File: src/rtl/muntjac_pkg.sv
// Shared frontend types used by the fetch redirect controller and the fetcher.
// Holds the redirect reason encoding, branch training info, fence kinds and
// the redirect controller state encoding.
package muntjac_pkg;

  typedef enum logic [3:0] {
    IF_PREFETCH     = 4'b0000,
    IF_PREDICT      = 4'b0001,
    IF_MISPREDICT   = 4'b0011,
    IF_PROT_CHANGED = 4'b1000,
    IF_FENCE_I      = 4'b1010,
    IF_SATP_CHANGED = 4'b1100
  } if_reason_e;

  typedef enum logic [2:0] {
    BRANCH_NONE    = 3'd0,
    BRANCH_JAL     = 3'd1,
    BRANCH_JALR    = 3'd2,
    BRANCH_CALL    = 3'd3,
    BRANCH_RET     = 3'd4,
    BRANCH_YIELD   = 3'd5,
    BRANCH_UNTAKEN = 3'd6,
    BRANCH_TAKEN   = 3'd7
  } branch_type_e;

  typedef struct packed {
    branch_type_e branch_type;
    logic [63:0]  pc;
    logic         compressed;
  } branch_info_t;

  typedef enum logic {
    FENCE_KIND_I   = 1'b0,
    FENCE_KIND_VMA = 1'b1
  } fence_kind_e;

  typedef enum logic [1:0] {
    IDLE  = 2'd0,
    DRAIN = 2'd1,
    ISSUE = 2'd2
  } fetch_redirect_state_e;

endpackage

File: src/rtl/muntjac_fetch_redirect_ctrl.sv
// Frontend redirect sequencer. Arbitrates trap/xret, branch mispredict and
// fence.i / sfence.vma redirects into the fetcher's single-cycle redirect input.
// Fences wait for the store buffer to drain and stay drained for SettleCycles
// before the flush redirect is issued.
//
// state | meaning
// ------+-----------------------------------------------------------------
// IDLE  | no fence pending; trap and mispredict redirects pass through
// DRAIN | fence latched; counting consecutive cycles with sb_empty_i high
// ISSUE | settle window met; fence redirect generated this cycle
//
// Ports:
//   clk_i, rst_i               clock, synchronous active-high reset
//   trap_*                     trap/xret redirect request (highest priority)
//   mispredict_*               branch mispredict redirect (lowest priority)
//   fence_*                    fence.i / sfence.vma reached commit
//   sb_empty_i                 store buffer drained
//   fence_busy_o               fence in progress, commit stalls
//   squash_o                   kill younger backend instructions
//   redirect_*_o               registered redirect to the fetcher
module muntjac_fetch_redirect_ctrl
  import muntjac_pkg::*;
#(
  parameter int unsigned XLEN         = 64,
  parameter int unsigned SettleCycles = 2
) (
  input  logic              clk_i,
  input  logic              rst_i,
  input  logic              trap_valid_i,
  input  logic [XLEN-1:0]   trap_pc_i,
  input  if_reason_e        trap_reason_i,
  input  logic              mispredict_valid_i,
  input  logic [XLEN-1:0]   mispredict_pc_i,
  input  branch_info_t      mispredict_info_i,
  input  logic              fence_valid_i,
  input  fence_kind_e       fence_kind_i,
  input  logic [XLEN-1:0]   fence_npc_i,
  input  logic              sb_empty_i,
  output logic              fence_busy_o,
  output logic              squash_o,
  output logic              redirect_valid_o,
  output logic [XLEN-1:0]   redirect_pc_o,
  output if_reason_e        redirect_reason_o,
  output branch_info_t      redirect_branch_info_o
);

  if (SettleCycles < 1 || SettleCycles > 15) begin : g_bad_settle
    $error("SettleCycles must be within 1..15");
  end

  localparam logic [3:0] SettleCnt = 4'(SettleCycles);

  fetch_redirect_state_e state_q, state_d;
  logic [3:0]            cnt_q, cnt_d;
  logic [3:0]            cnt_inc;
  fence_kind_e           kind_q, kind_d;
  logic [XLEN-1:0]       npc_q, npc_d;

  logic                  sel_trap, sel_fence, sel_misp;
  logic                  valid_d;
  logic [XLEN-1:0]       pc_d;
  if_reason_e            reason_d;
  branch_info_t          info_d;

  assign cnt_inc = cnt_q + 4'd1;

  always_comb begin
    state_d   = state_q;
    cnt_d     = cnt_q;
    kind_d    = kind_q;
    npc_d     = npc_q;
    sel_trap  = 1'b0;
    sel_fence = 1'b0;
    sel_misp  = 1'b0;

    unique case (state_q)
      IDLE: begin
        if (trap_valid_i) begin
          sel_trap = 1'b1;
        end else if (fence_valid_i) begin
          state_d = DRAIN;
          cnt_d   = '0;
          kind_d  = fence_kind_i;
          npc_d   = fence_npc_i;
        end else if (mispredict_valid_i) begin
          sel_misp = 1'b1;
        end
      end
      DRAIN: begin
        if (trap_valid_i) begin
          sel_trap = 1'b1;
          state_d  = IDLE;
          cnt_d    = '0;
        end else if (!sb_empty_i) begin
          // Any refill of the store buffer restarts the settle window.
          cnt_d = '0;
        end else begin
          cnt_d = cnt_inc;
          if (cnt_inc == SettleCnt) state_d = ISSUE;
        end
      end
      ISSUE: begin
        // A trap here is older than the fence redirect, so the fence is dropped.
        if (trap_valid_i) sel_trap  = 1'b1;
        else              sel_fence = 1'b1;
        state_d = IDLE;
        cnt_d   = '0;
      end
      default: begin
        state_d = IDLE;
        cnt_d   = '0;
      end
    endcase
  end

  always_comb begin
    valid_d            = sel_trap | sel_fence | sel_misp;
    pc_d               = '0;
    reason_d           = IF_PREFETCH;
    info_d             = '0;
    info_d.branch_type = BRANCH_NONE;
    if (sel_trap) begin
      pc_d     = trap_pc_i;
      reason_d = trap_reason_i;
    end else if (sel_fence) begin
      pc_d     = npc_q;
      reason_d = (kind_q == FENCE_KIND_I) ? IF_FENCE_I : IF_SATP_CHANGED;
    end else if (sel_misp) begin
      pc_d     = mispredict_pc_i;
      reason_d = IF_MISPREDICT;
      info_d   = mispredict_info_i;
    end
    // Fetch targets are at least halfword aligned.
    pc_d[0] = 1'b0;
  end

  always_ff @(posedge clk_i) begin
    if (rst_i) begin
      state_q                <= IDLE;
      cnt_q                  <= '0;
      kind_q                 <= FENCE_KIND_I;
      npc_q                  <= '0;
      redirect_valid_o       <= 1'b0;
      squash_o               <= 1'b0;
      redirect_pc_o          <= '0;
      redirect_reason_o      <= IF_PREFETCH;
      redirect_branch_info_o <= '0;
    end else begin
      state_q                <= state_d;
      cnt_q                  <= cnt_d;
      kind_q                 <= kind_d;
      npc_q                  <= npc_d;
      redirect_valid_o       <= valid_d;
      squash_o               <= valid_d;
      redirect_pc_o          <= pc_d;
      redirect_reason_o      <= reason_d;
      redirect_branch_info_o <= info_d;
    end
  end

  assign fence_busy_o = (state_q != IDLE);

  a_one_redirect : assert property (@(posedge clk_i) disable iff (rst_i)
    $onehot0({sel_trap, sel_fence, sel_misp}));

  a_busy_not_idle : assert property (@(posedge clk_i) disable iff (rst_i)
    (state_q == IDLE) |-> !fence_busy_o);

endmodule

File: config.mk
export PLATFORM = sky130hd
export DESIGN_NAME = muntjac_fetch_redirect_ctrl
export DESIGN_NICKNAME = d
export VERILOG_FILES = /design/src/rtl/muntjac_pkg.sv /design/src/rtl/muntjac_fetch_redirect_ctrl.sv
export SDC_FILE = /design/constraint.sdc
export NUM_CORES = 1
export LEC_CHECK = 0
export CAP_MARGIN = 20
export CORE_AREA = 2 2 161 163
export CTS_BUF_LIST = sky130_fd_sc_hd__clkbuf_8
export CTS_CLUSTER_SIZE = 24
export DETAILED_ROUTE_END_ITERATION = 10
export DIE_AREA = 0 0 163 165
export HOLD_SLACK_MARGIN = 0.02
export PLACE_DENSITY = 0.65
export SLEW_MARGIN = 40
export SYNTH_ARGS = -nofsm -noshare
export SYNTH_HDL_FRONTEND = slang
export SYNTH_SLANG_ARGS = --single-unit
File: constraint.sdc
create_clock -name clk_i -period 1.8 [get_ports clk_i]
set_input_delay 0.36 -clock clk_i [delete_from_list [all_inputs] [get_ports clk_i]]
set_output_delay 0.36 -clock clk_i [all_outputs]
set_load 0.005 [all_outputs]
# Yosys cells after proc, flatten, opt, wreduce, memory -nomap -nowiden
# Index checks and enable logic that the tools add are counted.
[word_totals]
out_inout_bits = 139
regBits = 208
word_cells = 56
in_bits = 271
[op_classes]
eq_ne = 7
n_addsub = 1
bitwise = 4
muxes = 26
n_reduce_logical = 7
[op_table]
columns = ["cell", "n"]
rows = [
  ["$mux 64", 3],
  ["$mux 4", 6],
  ["$mux 2", 6],
  ["$mux 1", 8],
  ["$pmux 4 s2", 1],
  ["$ne 3x3->1 const B", 2],
  ["$add 4x1->4 const B", 1],
  ["$eq 4x2->1 const B", 1],
  ["$ne 2x2->1 const B", 2],
  ["$pmux 2 s2", 1],
  ["$reduce_and 4->1", 1],
  ["$reduce_or 4->1", 1],
  ["$mux 3", 1],
  ["$reduce_and 3->1", 1],
  ["$reduce_or 3->1", 1],
  ["$eq 2x1->1 const B", 1],
  ["$eq 2x2->1 const B", 1],
  ["$logic_not 2->1", 1],
  ["$not 1->1", 2],
  ["$or 1x1->1", 2],
  ["$reduce_and 2->1", 1],
  ["$reduce_bool 2->1", 1],
]

# Logic depth before layout (Yosys ltp)
[depth]
word_depth = 7
mapped_depth = 7
mapped_depth_nobuf = 5

# Least setup slack after synthesis
# No wires, ideal clock.
[synth_timing]
kind = "input -> register"
start = "input port trap_valid_i"
end = "register npc_q[4]"
slack_ps = 270
required_time_ps = 1668
path_stages = 6
arrival_ps = 1398
setup_ps = 132
n_path_buf = 3
cell_sequence = "buf_2 or4b_1 buf_4 buf_6 nand2_1 a21oi_1"
[synth_between]
elab_chain_cells = 2
[synth_lines]
columns = ["element", "line_no", "rtl"]
rows = [
  ["start: declaration", "muntjac_fetch_redirect_ctrl.sv:29", "input logic trap_valid_i,"],
  ["$not 1->1 (no source line)", "n/a", ""],
  ["$reduce_and 3->1 (no source line)", "n/a", ""],
  ["end signal: assignment", "muntjac_fetch_redirect_ctrl.sv:152", "npc_q <= npc_d;"],
  ["end: declaration", "muntjac_fetch_redirect_ctrl.sv:57", "logic [XLEN-1:0] npc_q, npc_d;"],
]
# Every way passes these cells.
# A chain may end at the register's enable or synchronous reset.

# Final worst setup path
[layout_timing]
start = "register redirect_pc_o[12]"
end = "output port redirect_pc_o[12]"
[layout_rtl]
columns = ["element", "line_no", "rtl"]
rows = [
  ["start: declaration", "muntjac_fetch_redirect_ctrl.sv:42", "output logic [XLEN-1:0] redirect_pc_o,"],
  ["start signal: assignment", "muntjac_fetch_redirect_ctrl.sv:155", "redirect_pc_o <= pc_d;"],
]
# No word-level cell between the ends.

==> summary.txt <==
Die
  – Die ar.: approximately 0.027 mm²
  – Die Y: between 150 and 200 µm
  – Rows: 58
  – Initial core utilization: ~31%
  – Number of I/O pins: 410
  – Die X: around 160 µm
  – Core ar.: roughly 0.025 mm²

Clock network
  – Clk pin slew, worst setup/hold paths: about 0.060 ns
  – Max Root-Sink Buffers: 3
  – CTS buffer count: 38
  – H-tree levels: 2
  – Clk sinks: just over 200
  – Worst skew pair latency: about 0.52 ns
  – CTS tree: done
  – Root Buffer: clkbuf_8
  – Hold Buf Count CTS: 0

Run status
  – Status: finished clean

Placement
  – Detail Placement HPWL: about 21 mm
  – GPL Wtd Cong: 0.7821
  – Dpl cells: 1552
  – Port Buffers: between 400 and 500

Logic synthesis
  – Post-Syn Nets: about 1100
  – Post-synth EDFFs: 0
  – Sequential cell area fraction in the yosys report: a little over half
  – Synth Area per Inst: approximately 9.0 µm²
  – Synth warnings: 0
  – Synth Instances: about 860
  – Async SR Flop Fraction: 0%
  – Distinct cells, synth: 40
  – Top FF cell, synth: dfxtp_1
  – Cell Area, Synth: about 0.0077 mm²
  – Register bit total from synthesis: just over 200

Hold path
  – Worst hold endpoint: state_q[1]
  – Worst Hold Path Cells: 3
  – Worst hold path class: in -> reg
  – Min-delay src: rst_i

Global route
  – First-pass GRT wire length: approximately 43 mm
  – Vias in the first global route: between 7000 and 8000
  – Total grt overflow: 0
  – Total GRT Usage: 20.56%
  – Largest net degree at the start of global routing: between 70 and 80
  – Antenna violations before repair: 4

Timing
  – Clock skew: 0.01174 ns
  – Fin crit period: between 1.5 and 2 ns
  – RSZ-0062 raised after global routing: false
  – Fmax: 577.9 MHz
  – Final Max Tran Viols: 0
  – Tcrit/Tclk final: a little over nine tenths
  – Final Setup Violations: 0
  – Hold Fails Final Rpt: 0

Worst setup path
  – Worst R2R Start: state_q[1]
  – Critical Path Sink Type: output port
  – Slowest Stage Delay on Critical Path: approximately 0.53 ns
  – Buf+Inv Stages, Crit Path: 1
  – Critical-path top delay cell: clkdlybuf4s50_1
  – Worst R2R Path Depth: 6
  – Crit path DAT: about 1.4 ns
  – CP top delay family: buffers and inverters
  – WP data required: 1.44 ns
  – Crit path cell chain: clkdlybuf4s50_1
  – Startpoint class of the critical path: register
  – Reg-to-reg slack, setup: approximately 0.080 ns
  – Crit Path Category: reg -> out
  – Worst-path fanout max: 1
  – Worst R2R End: redirect_pc_o[8]

Final layout
  – Layout Area Growth over Synthesis: 71.11%
  – Layout cell share with drive strength beyond 1: under 10%
  – Most frequent cells in the layout: clkdlybuf4s50_1, dfxtp_1, nand2_1, a21oi_1, and2_1
  – Non-filler cells, final: 1623
  – Final core occ: 52.75%
  – Most common cell after layout, fill and taps aside: clkdlybuf4s50_1
  – Final net count: approximately 1500

Power
  – Power per Cell Area: 845.1 mW/mm²
  – LEAKAGE: ~5.4 nW
  – Peak VDD IR: approximately 0.00047 V

Route
  – Post-route ant nets: 0
  – Vias per cell: approximately 4.8
  – Post-Route WL: a little under 30 mm
  – DRC Markers: 0
  – Routed len/inst: ~18 µm
  – DRT Pass-1 Iters: 5
  – Initial DRC Count: ~360
  – Vias: 7714

Run
  – Max-cap violations: 0
-- how the worst max path moves through the flow --
stage / startpoint / endpoint / slack (ns) / cells after the start
6_report: redirect_pc_o[12] / redirect_pc_o[12] / 0.07 / 1
5_1_grt: redirect_branch_info_o[62] / redirect_branch_info_o[62] / 0.004 / 1
4_1_cts: state_q[1] / npc_q[2] / 0.01 / 5
3_5_place_dp: fence_valid_i / npc_q[42] / -0.28 / 5
3_3_place_gp: fence_valid_i / npc_q[39] / -0.28 / 5
2_1_floorplan: trap_valid_i / npc_q[4] / 0.27 / 6
-- cell type report --
cell class / instances / area (µm²)
Antenna cell: 4 / 10.01
Clock buffer: 50 / 688.2
Clock inverter: 16 / 131.4
Fill cell: 2328 / 11830
Inverter: 3 / 11.26
Multi-Input combinational cell: 565 / 3211
Sequential cell: 206 / 4131
Tap cell: 330 / 412.9
Timing Repair Buffer: 449 / 4612
-- per-layer routing --
layer | up-vias | track usage [%] | routed length, µm
met1 | 3541 | 23.15 | 11060
met2 | 329 | 35.55 | 14320
met4 | 0 | 9.292 | 1008
met3 | 63 | 6.580 | 2440
met5 | - | 0 | 0
li1 | 3781 | - | -
-- cell usage after synthesis, types with 4 or more instances --
cell type	number	area [µm²]
nor3_1	64	320.3
nand2_1	139	521.8
a32oi_1	60	525.5
a221o_1	4	40.04
a21oi_1	69	345.3
buf_6	5	56.30
a22o_1	4	35.03
buf_4	10	75.07
buf_2	14	70.07
a21o_1	60	450.4
nor2_1	63	236.5
clkbuf_1	52	195.2
and2_1	68	425.4
dfxtp_1	206	4124
-- through the flow --
stage | hold slack [ns] | TNS [ns] | setup WS [ns] | instance area (µm²) | total power [mW]
after floorplan | 0.4360 | 0 | 0.2702 | 7719 | 5.417
after global placement | 0.4416 | -14.93 | -0.2815 | 12330 | 6.467
after detailed placement | 0.4464 | -14.86 | -0.2843 | 12330 | 6.475
after CTS | 0.1908 | 0 | 0.01215 | 13170 | 11.33
after global routing | 0.2121 | 0 | 0.003581 | 13210 | 11.66
final | 0.2189 | 0 | 0.06945 | 13210 | 11.16
-- report_power, final --
part,switching (mW),internal [mW],leakage (nW)
combinational,0.569,0.979,3.26
clock,2.02,2.78,0.443
sequential,0.0687,4.75,1.69
-- state kept, by name (all words and copies together), names as in the netlist --
signal and cells:
redirect_reason_o 4, redirect_branch_info_o 68, npc_q 63, kind_q 1
cnt_q 4, redirect_valid_o 1, redirect_pc_o 63, state_q 2
-- logic make-up after synthesis --
kind of cell / Yosys count / synth area share [%]
other: 1 / 0.04858
AO/OA/AOI/OAI: 208 / 19.32
flip-flops: 206 / 53.43
AND/OR/NAND/NOR: 353 / 21.33
adder cells (fa/ha/maj): 2 / 0.3241
XOR/XNOR: 1 / 0.1135
buffers and inverters: 87 / 5.430
-- repair_timing --
item / 4_1_cts / 5_1_grt
hold endpoints to repair: 0 / 0
endpoints found under the setup margin: 9 / 41
resized for setup: 15 / 10
buffers inserted: 1 / 0
(Power assumes the default switching activity.)
